**src/rtl/mem_copy_engine.sv**
```systemverilog
// Memory copy/fill engine: moves a block of words through the single-port data memory
// (copy: M[dst+i] <= M[src+i], fill: M[dst+i] <= fill_val) and reports busy/done/progress.
module mem_copy_engine #(
  parameter int unsigned ADDR_W = 8,
  parameter int unsigned DATA_W = 8,
  parameter int unsigned LEN_W  = 9
) (
  input  logic              CLK,
  input  logic              reset,
  input  logic              start,
  input  logic              mode,
  input  logic [ADDR_W-1:0] src_addr,
  input  logic [ADDR_W-1:0] dst_addr,
  input  logic [LEN_W-1:0]  len,
  input  logic [DATA_W-1:0] fill_val,
  input  logic              abort,
  output logic              busy,
  output logic              done,
  output logic [LEN_W-1:0]  words_done,
  output logic [ADDR_W-1:0] mem_addr,
  output logic              mem_rd_en,
  output logic              mem_wr_en,
  output logic [DATA_W-1:0] mem_wdata,
  input  logic [DATA_W-1:0] mem_rdata
);

  localparam int unsigned MAX_LEN = 1 << ADDR_W;

  typedef enum logic [1:0] {
    IDLE  = 2'd0,
    READ  = 2'd1,
    WRITE = 2'd2,
    DONE  = 2'd3
  } state_t;

  state_t            state_q, state_d;
  logic [LEN_W-1:0]  cur_q, cur_d;
  logic [LEN_W-1:0]  len_q, len_d;
  logic [ADDR_W-1:0] src_q, src_d;
  logic [ADDR_W-1:0] dst_q, dst_d;
  logic [DATA_W-1:0] fill_q, fill_d;
  logic              mode_q, mode_d;
  logic [DATA_W-1:0] data_q, data_d;

  logic              busy_d;
  logic              done_d;
  logic [LEN_W-1:0]  words_done_d;
  logic [ADDR_W-1:0] mem_addr_d;
  logic              mem_rd_en_d;
  logic              mem_wr_en_d;
  logic [DATA_W-1:0] mem_wdata_d;

  logic [LEN_W-1:0]  len_clamped_c;
  logic [LEN_W-1:0]  cur_inc_c;

  // Oversized requests are limited to one full pass over the address space.
  assign len_clamped_c = (len > LEN_W'(MAX_LEN)) ? LEN_W'(MAX_LEN) : len;
  assign cur_inc_c     = cur_q + LEN_W'(1);

  // Next state, transfer context and the registered bus/status values for the next cycle.
  always_comb begin
    state_d      = state_q;
    cur_d        = cur_q;
    len_d        = len_q;
    src_d        = src_q;
    dst_d        = dst_q;
    fill_d       = fill_q;
    mode_d       = mode_q;
    data_d       = data_q;
    words_done_d = words_done;

    unique case (state_q)
      IDLE: begin
        if (start) begin
          len_d        = len_clamped_c;
          src_d        = src_addr;
          dst_d        = dst_addr;
          fill_d       = fill_val;
          mode_d       = mode;
          cur_d        = '0;
          words_done_d = '0;
          if (len_clamped_c == '0) begin
            state_d = DONE;
          end else if (mode) begin
            state_d = WRITE;
          end else begin
            state_d = READ;
          end
        end
      end
      READ: begin
        data_d = mem_rdata;
        if (abort) begin
          state_d = IDLE;
        end else begin
          state_d = WRITE;
        end
      end
      WRITE: begin
        // The write presented this cycle is committed and counted even when aborted.
        words_done_d = words_done + LEN_W'(1);
        cur_d        = cur_inc_c;
        if (abort) begin
          state_d = IDLE;
        end else if (cur_inc_c == len_q) begin
          state_d = DONE;
        end else if (mode_q) begin
          state_d = WRITE;
        end else begin
          state_d = READ;
        end
      end
      DONE: begin
        state_d = IDLE;
      end
      default: begin
        state_d = IDLE;
      end
    endcase

    busy_d      = (state_d == READ) || (state_d == WRITE);
    done_d      = (state_d == DONE);
    mem_rd_en_d = (state_d == READ);
    mem_wr_en_d = (state_d == WRITE);
    mem_addr_d  = '0;
    mem_wdata_d = '0;
    if (state_d == READ) begin
      mem_addr_d = src_d + ADDR_W'(cur_d);
    end else if (state_d == WRITE) begin
      mem_addr_d  = dst_d + ADDR_W'(cur_d);
      mem_wdata_d = mode_d ? fill_d : data_d;
    end
  end

  // State, context and output registers; reset clears every output immediately.
  always_ff @(posedge CLK or negedge reset) begin
    if (!reset) begin
      state_q    <= IDLE;
      cur_q      <= '0;
      len_q      <= '0;
      src_q      <= '0;
      dst_q      <= '0;
      fill_q     <= '0;
      mode_q     <= 1'b0;
      data_q     <= '0;
      busy       <= 1'b0;
      done       <= 1'b0;
      words_done <= '0;
      mem_addr   <= '0;
      mem_rd_en  <= 1'b0;
      mem_wr_en  <= 1'b0;
      mem_wdata  <= '0;
    end else begin
      state_q    <= state_d;
      cur_q      <= cur_d;
      len_q      <= len_d;
      src_q      <= src_d;
      dst_q      <= dst_d;
      fill_q     <= fill_d;
      mode_q     <= mode_d;
      data_q     <= data_d;
      busy       <= busy_d;
      done       <= done_d;
      words_done <= words_done_d;
      mem_addr   <= mem_addr_d;
      mem_rd_en  <= mem_rd_en_d;
      mem_wr_en  <= mem_wr_en_d;
      mem_wdata  <= mem_wdata_d;
    end
  end

endmodule

```
**config.mk**
```make
export PLATFORM = sky130hd
export DESIGN_NAME = mem_copy_engine
export DESIGN_NICKNAME = d
export VERILOG_FILES = /design/src/rtl/mem_copy_engine.sv
export SDC_FILE = /design/constraint.sdc
export NUM_CORES = 1
export LEC_CHECK = 0
export CORE_ASPECT_RATIO = 0.6
export CORE_MARGIN = 3
export CORE_UTILIZATION = 53
export CTS_CLUSTER_SIZE = 16
export DETAILED_ROUTE_END_ITERATION = 10
export MAX_ROUTING_LAYER = met4
export PLACE_DENSITY = 0.8
export SYNTH_ARGS = -nofsm -noshare
export SYNTH_HDL_FRONTEND = slang
export SYNTH_SLANG_ARGS = --single-unit
export TNS_END_PERCENT = 100
```
**constraint.sdc**
```tcl
create_clock -name CLK -period 4 [get_ports CLK]
set_input_delay 1.2 -clock CLK [delete_from_list [all_inputs] [get_ports CLK]]
set_output_delay 1.2 -clock CLK [all_outputs]
set_load 0.02 [all_outputs]
```
### Word-level counts from Yosys, hierarchy flattened

Cells that the tools add are included.

* input bits: 46
* word-level logic and storage cells: 62
* output and inout bits: 29
* flip-flop bits (word level): 82

* reductions and logical operators: 6
* equal/unequal tests: 8
* $lt $le $gt $ge: 1
* $add $sub $neg: 4
* mux-type cells: 27

Operators by type and width (count)
* $mux W8: 12
* $pmux W9 S2: 2
* $mux W9: 3
* $add A9 B1 Y9 const B: 2
* $add A8 B8 Y8: 2
* $mux W2: 7
* $eq A9 B9 Y1: 1
* $gt A9 B9 Y1 const B: 1
* $logic_not A9 Y1: 1
* $eq A2 B2 Y1 const B: 4
* $pmux W2 S4: 1
* $eq A2 B1 Y1 const B: 2
* $reduce_and A2 Y1: 2
* $logic_not A2 Y1: 1
* $mux W1: 2
* $ne A2 B2 Y1 const B: 1
* $reduce_bool A2 Y1: 1
* $logic_or A1 B1 Y1: 1

### Longest topological paths before layout

Gate-level depths: netlist of the first run.

* depth in word-level cells: 9
* gate-level depth with buffers: 17
* mapped depth without buffers: 13

### Worst setup path before layout of the first run

Ideal clock, no wire load.

* kind: input-to-reg
* start point: input port start
* end point: register mem_addr[6]
* slack: 0.158 ns
* path buffers: 3
* required time: 3.880 ns
* setup time: 0.120 ns
* stages: 15
* arrival: 3.721 ns
* path through: nand2_1 clkbuf_1 clkbuf_1 buf_1 nand2_1 nand2_1 ha_1 inv_1 fa_1 nor2b_1 o21ai_0 a21boi_0 o21a_1 o21ai_0 a31o_2

* word-level cells in the longest chain between the ends: 5
* elaborated cells between the ends (all ways): 14
* those cells by class: add/sub: 2; eq/ne: 2; mux: 10

Ends and longest elaborated chain
* start: declaration: line 10 `input logic start,`
* $mux W8: line 74 `if (start) begin`
* $mux W8: line 72 `unique case (state_q)`
* named net dst_d[0]: line 40 `logic [ADDR_W-1:0] dst_q, dst_d;`
* $add A8 B8 Y8: line 130 `mem_addr_d = dst_d + ADDR_W'(cur_d);`
* $mux W8: line 129 `end else if (state_d == WRITE) begin`
* $mux W8: line 127 `if (state_d == READ) begin`
* named net mem_addr_d[6]: line 48 `logic [ADDR_W-1:0] mem_addr_d;`
* end signal: assignment: line 165 `mem_addr <= mem_addr_d;`
* end: declaration: line 20 `output logic [ADDR_W-1:0] mem_addr,`

The timed path passes the listed nets, and every way through them passes these cells. The select of a mux whose other input is x is not followed.
A chain may end at the register's enable or synchronous reset.

### Worst setup path after layout of the first run

* start point: input port start
* end point: register mem_addr[6]

* word-level cells in the longest chain between the ends: 5
* elaborated cells between the ends (all ways): 14
* those cells by class: add/sub: 2; eq/ne: 2; mux: 10

Ends and longest elaborated chain
* $mux W9 *: line 74
* $pmux W9 S2 *: line 72
* named net cur_d[0]: line 37 `logic [LEN_W-1:0] cur_q, cur_d;`
* $add A8 B8 Y8: line 130
* $mux W8: line 129
* $mux W8 *: line 127
* named net mem_addr_d[6]: line 48

Mark *: on every way through the listed nets, which the timed path passes. The rest lies on a longest branch. The select of a mux whose other input is x is not followed.

==> run metrics, run 1 <==
outcome finished clean; Buf/Inv on CP 2; Tcrit/Tclk final 0.9245; share of cells above drive strength 1 0.08687; die width 120.6 µm; largest net degree at the start of global routing 83; Rows 24; peak per-stage delay on the critical path 0.48 ns; total net switching power 1.511 mW; clock sink count 82; I/O Buffers 74; Worst EP arrival 3.93 ns; CTS Hold Bufs 0; Least-Margin Pin Slew 1.025 ns; maxcap violations 0; Worst EP required 4.23 ns; YS warnings 0; global-route wire length before repair 17.13 mm; largest fanout on the critical path 4; mapped cell area 4174 µm²; P_int 2.324 mW; Top FF cell, synth dfrtp_1; Post-synth EDFFs 0; via count 3412; slowest stage cell, crit path clkdlybuf4s50_1; Setup CP Type in -> reg; Power Total 3.835 mW; synthesis-stage register bit count 82; CP cell instances clkdlybuf4s50_1 -> o21bai_2 -> nand2_1 -> o21ai_0 -> ha_1 -> inv_1 -> fa_1 -> nor2b_1 -> o21ai_0 -> a21boi_0 -> o21a_1 -> o21ai_0 -> a31o_2; worst hold margin 0.4767 ns; clock power share 0.197; gr ovfl total 0; Starting DRT DRC Count 291; P per Cell Area 720.3 nW/µm²; wire per inst 17.19 µm; switching share of power 0.3941; commonest non-fill, non-tap cell in the layout nand2_1; area of the die 9011 µm²; fin worst setup slack 0.3019 ns; syn_area_per_cell 9.595 µm²; final hold vios 0; CTS max path bufs 2; Setup WS pre-CTS -0.06094 ns; Max-slew headroom 0.3170; final max-slew violation count 0; endpoints failing setup 0; initial core utilization 0.5605; antenna violations before repair 0; FMAX 0.2704 GHz; CP top delay family compound AO/OA/AOI/OAI gates; Mapped Cells 435; final WL 10.69 mm; Seq pwr share 0.349; Final Skew 0.008192 ns; Final ANT Viol Nets 0; post-route minimum period 3.698 ns; Post-synth ARST share 1.000; clock slew at reported path FFs 0.06 ns; I/O pins 75; post-synthesis sequential area ratio 0.4916; Yosys cell types 48; FILL cells 582; syn nets 502; Tot GR Track Use 0.2565; core footprint 7447 µm²; TritonCTS Buffers 9; antenna cell count 0; Leak 2.496 nW; hold crit path type reg -> reg; commonest cells after routing, fill and taps aside 126 x nand2_1, 82 x dfrtp_1, 73 x clkdlybuf4s50_1; Final #Nets 580; endpoint class of the critical path register; Avg Vias per Cell 5.486; area of the multi-input gates 2011 µm²; Top cell by count, worst path o21ai_0; dpl hpwl 7.759 mm; drt pass-1 iters 4; combinational share of power 0.454; Placer Congestion 0.8723; Synth-to-Final Area Change 27.58%; vias in the first global route 3333; latest clock arrival within the worst-skew pair 0.34 ns; RSZ-0062 raised after global routing false; crit start category primary input; CTS tree done; CTS root buf clkbuf_16; Reg area 2052 µm²; DRC 0; Max IR drop VDD 0.0003339 V; Layout Utilization 0.7151; Die Y-Extent 74.74 µm; H-tree Lvls 3
==> state kept, by name, summed over array words and instances (netlist names) <==
name and cells:
busy 1, src_q 8, words_done 9, mem_addr 8, mem_rd_en 1, state_q 2, data_q 8, done 1
mem_wr_en 1, mode_q 1, cur_q 9, mem_wdata 8, dst_q 8, len_q 9, fill_q 8
==> path summary, 6_finish.rpt <==
check,from,to,slack (ns),cells after the start
max,start,mem_addr[6],0.30,13
min,fill_q[0],fill_q[0],0.48,2
max reg2reg,state_q[0],mem_addr[6],0.68,11
min reg2reg,fill_q[0],fill_q[0],0.48,2
max in group asynchronous,reset,data_q[7],2.31,1
min in group asynchronous,reset,len_q[4],1.04,1
==> layer usage <==
metal	global-route usage	share of wire	up-vias
met1	0.3500	0.47	1659
met2	0.3933	0.45	105
li1	-	-	1637
met4	0.05528	0.0083	0
met5	-	0	-
met3	0.06607	0.070	11
==> power by group through the flow <==
stage          Clock (mW)  Sequential, mW  Combinational, mW
2_1_floorplan           0            1.38               1.06
3_3_place_gp            0            1.33               1.66
6_report            0.755            1.34               1.74
3_5_place_dp            0            1.34               1.71
4_1_cts             0.766            1.33               1.74
5_1_grt             0.803            1.37               1.93
==> layout make-up <==
cell class / instances / share of cell area
well taps: 104 / 0.02444
clock buffers: 10 / 0.04300
clock inverters: 6 / 0.007754
repair buffers: 86 / 0.1555
flip-flops and latches: 82 / 0.3853
multi-input cells: 325 / 0.3776
inverters: 9 / 0.006344
==> metrics by stage <==
stage / cells / setup TNS [ns] / cell area [µm²]
finish: 622 / 0 / 5325
global route: 622 / 0 / 5325
floorplan: 435 / 0 / 4174
global placement: 606 / 0 / 5050
CTS: 622 / 0 / 5320
detailed placement: 606 / -0.06094 / 5050
==> worst reg2reg max path: stages, from the launching register on <==
cell	delay, ns
dfrtp_1	0.55
nand2b_1	0.43
o21ai_0	0.48
ha_1	0.28
inv_1	0.06
fa_1	0.37
nor2b_1	0.17
o21ai_0	0.12
a21boi_0	0.28
o21a_1	0.16
o21ai_0	0.08
a31o_2	0.24
==> synth_stat cells, types with 5 or more instances <==
library cell    n  area, µm²
nand2_1       126      473.0
dfrtp_1        82       2052
o21ai_0        23      115.1
a21oi_1        20      100.1
ha_1           19      237.7
nor2_1         18      67.56
mux2i_1        13      130.1
xnor2_1        10      87.58
clkbuf_1        9      33.78
mux2_2          9      101.4
inv_1           8      30.03
nand3b_1        8      60.06
xor2_1          8      70.07
nand3_1         7      35.03
nor3_1          6      30.03
a21o_1          5      37.54
buf_2           5      25.02
o21a_1          5      37.54
==> cells by family (layout without fill, tap and decap cells) <==
kind of cell               after synthesis  count (layout)  synth area share
AOI/OAI and AO/OA                       75              75            0.1193
xor gates and xnor gates                19              19           0.04346
and+or+nand+nor                        188             188            0.1957
DFF                                     82              82            0.4916
buffers and inverters                   28             111           0.02787
adders and majority gates               21              21           0.06655
muxes                                   22              22           0.05546
==> repair_timing <==
| item | 4_1_cts | 5_1_grt |
|---|---|---|
| resized for setup | 0 | 2 |
| setup endpoints to repair | 0 | 1 |
| buffers inserted | 0 | 0 |
(Power assumes the default switching activity.)
==> inputs of run 2 (changes only) <==
Settings changed: CAP_MARGIN from default to 20.
==> run metrics, run 2 (synthesis results as in run 1) <==
outcome finished clean; commonest non-fill, non-tap cell in the layout nand2_1; final WL 10.75 mm (+0.49%); switching share of power 0.3943 (about the same); wire per inst 17.25 µm (+0.33%); fin worst setup slack 0.3003 ns (-0.001601 ns); I/O Buffers 74 (unchanged); Die Y-Extent 74.74 µm (unchanged); crit start category primary input; I/O pins 75 (unchanged); vias in the first global route 3333 (unchanged); dpl hpwl 7.759 mm (unchanged); peak per-stage delay on the critical path 0.48 ns (about the same); met1 Use GR 0.3500 (unchanged); CTS root buf clkbuf_16; worst hold start fill_q[0]; CP top delay family compound AO/OA/AOI/OAI gates; hold crit path type reg -> reg; reg2reg start state_q[0]; DRC 0 (unchanged); GRT busiest layer met2; biggest regs cur_q: 9 flops, len_q: 9 flops, words_done: 9 flops; Max-slew headroom 0.4446 (+0.1276); CTS resizes 0 (unchanged); Leak 2.508 nW (+0.51%); crit path launch start; FMAX 0.2703 GHz (about the same); Max IR drop VDD 0.0003350 V (+0.34%); post-route minimum period 3.700 ns (+0.001601 ns); via count 3414 (+0.059%); Setup CP Type in -> reg; final max-slew violation count 0 (unchanged); die width 120.6 µm (unchanged); Setup WS pre-CTS -0.06094 ns (unchanged); endpoint class of the critical path register; initial core utilization 0.5605 (unchanged); slowest stage cell, crit path clkdlybuf4s50_1; final hold vios 0 (unchanged); core footprint 7447 µm² (unchanged); fin area 5353 µm² (+0.52%); share of cells above drive strength 1 0.08863 (+0.001759); Final Skew 0.008218 ns (+0.00002656 ns); Starting DRT DRC Count 250 (-14%); antenna cell count 0 (unchanged); commonest cells after routing, fill and taps aside 126 x nand2_1, 82 x dfrtp_1, 73 x clkdlybuf4s50_1; clock slew at reported path FFs 0.06 ns (about the same); FILL cells 580 (-0.34%); total net switching power 1.514 mW (+0.20%); CTS tree done; Top cell by count, worst path o21ai_0; P per Cell Area 717.7 nW/µm² (-0.36%); area of the die 9011 µm² (unchanged); largest fanout on the critical path 4 (unchanged); CTS Hold Bufs 0 (unchanged); Worst EP required 4.23 ns (about the same); antenna violations before repair 0 (unchanged); H-tree Lvls 3 (unchanged); setup TNS 0 ns (unchanged); Tot GR Track Use 0.2565 (unchanged); Avg Vias per Cell 5.480 (-0.10%); RSZ-0062 raised after global routing false; Placer Congestion 0.8723 (unchanged); largest net degree at the start of global routing 83 (unchanged); drt pass-1 iters 4 (unchanged); latest clock arrival within the worst-skew pair 0.34 ns (about the same); clock sink count 82 (unchanged); placed cell areas 5050 µm² (unchanged); Power Total 3.841 mW (+0.15%); met2 Use GR 0.3933 (unchanged); Final ANT Viol Nets 0 (unchanged); Tcrit/Tclk final 0.9249 (about the same); Buf/Inv on CP 2 (unchanged); global-route wire length before repair 17.13 mm (unchanged); CTS max path bufs 2 (unchanged); Rows 24 (unchanged); P_int 2.327 mW (+0.12%); clock power share 0.196 (about the same); Worst EP arrival 3.93 ns (about the same); met3 GRT Util 0.06607 (unchanged); CP cell instances clkdlybuf4s50_1 -> o21bai_2 -> nand2_1 -> o21ai_0 -> ha_1 -> inv_1 -> fa_1 -> nor2b_1 -> o21ai_0 -> a21boi_0 -> o21a_1 -> o21ai_0 -> a31o_2; combinational share of power 0.455 (about the same); endpoints failing setup 0 (unchanged); Seq pwr share 0.348 (about the same); maxcap violations 0 (unchanged); gr ovfl total 0 (unchanged); Least-Margin Pin Slew 0.8244 ns (-0.2002 ns); Final #Nets 581 (+0.17%); Synth-to-Final Area Change 28.24%; Post-CTS Setup Inserts 0 (unchanged); TritonCTS Buffers 9 (unchanged)
## run 2: power by group through the flow
| stage | logic, mW | clock network (mW) | registers [mW] |
|---|---|---|---|
| final | 1.75 | 0.753 | 1.34 |
| after global routing | 1.94 | 0.803 | 1.37 |
| after CTS | 1.74 | 0.766 | 1.33 |
| after detailed placement | 1.71 | 0 | 1.34 |
| after global placement | 1.66 | 0 | 1.33 |
| after floorplan | 1.06 | 0 | 1.38 |
## run 2: area by class of cell
cell class	count	area [µm²]	share of cell area
Clock buffer	10	229.0	0.04278
Clock inverter	6	41.29	0.007714
Inverter	9	33.78	0.006311
Multi-Input combinational cell	325	2011	0.3756
Sequential cell	82	2052	0.3834
Tap cell	104	130.1	0.02431
Timing Repair Buffer	87	855.8	0.1599
## run 2: tightest hold or removal path: cells and delay by family (launching register included)
kind | cells | cell delay, ns
simple gates | 2 | 0.12
flops | 1 | 0.32
## run 2: path summary, 6_finish.rpt
| check | to | slack, ns | cells past startpoint |
|---|---|---|---|
| worst max-delay path | mem_addr[6] | 0.30 | 13 |
| worst min-delay path | fill_q[0] | 0.48 | 2 |
| worst max register to register | mem_addr[6] | 0.66 | 11 |
| worst min register to register | fill_q[0] | 0.48 | 2 |
| max in group asynchronous | data_q[6] | 2.63 | 2 |
| min in group asynchronous | cur_q[2] | 0.77 | 1 |
## run 2: routing by layer
layer | wire, µm | up-vias
met2 | 4886 | 111
li1 | - | 1638
met1 | 5002 | 1655
met5 | 0 | -
met3 | 785 | 10
met4 | 70 | 0
## run 2: metrics by stage
step	hold slack (ns)	utilization	instances
2_1_floorplan	0.4401	-	435
3_3_place_gp	0.4534	0.6781	606
3_5_place_dp	0.4614	0.6781	606
4_1_cts	0.4757	0.7144	622
5_1_grt	0.4961	0.7188	623
6_report	0.4772	0.7188	623
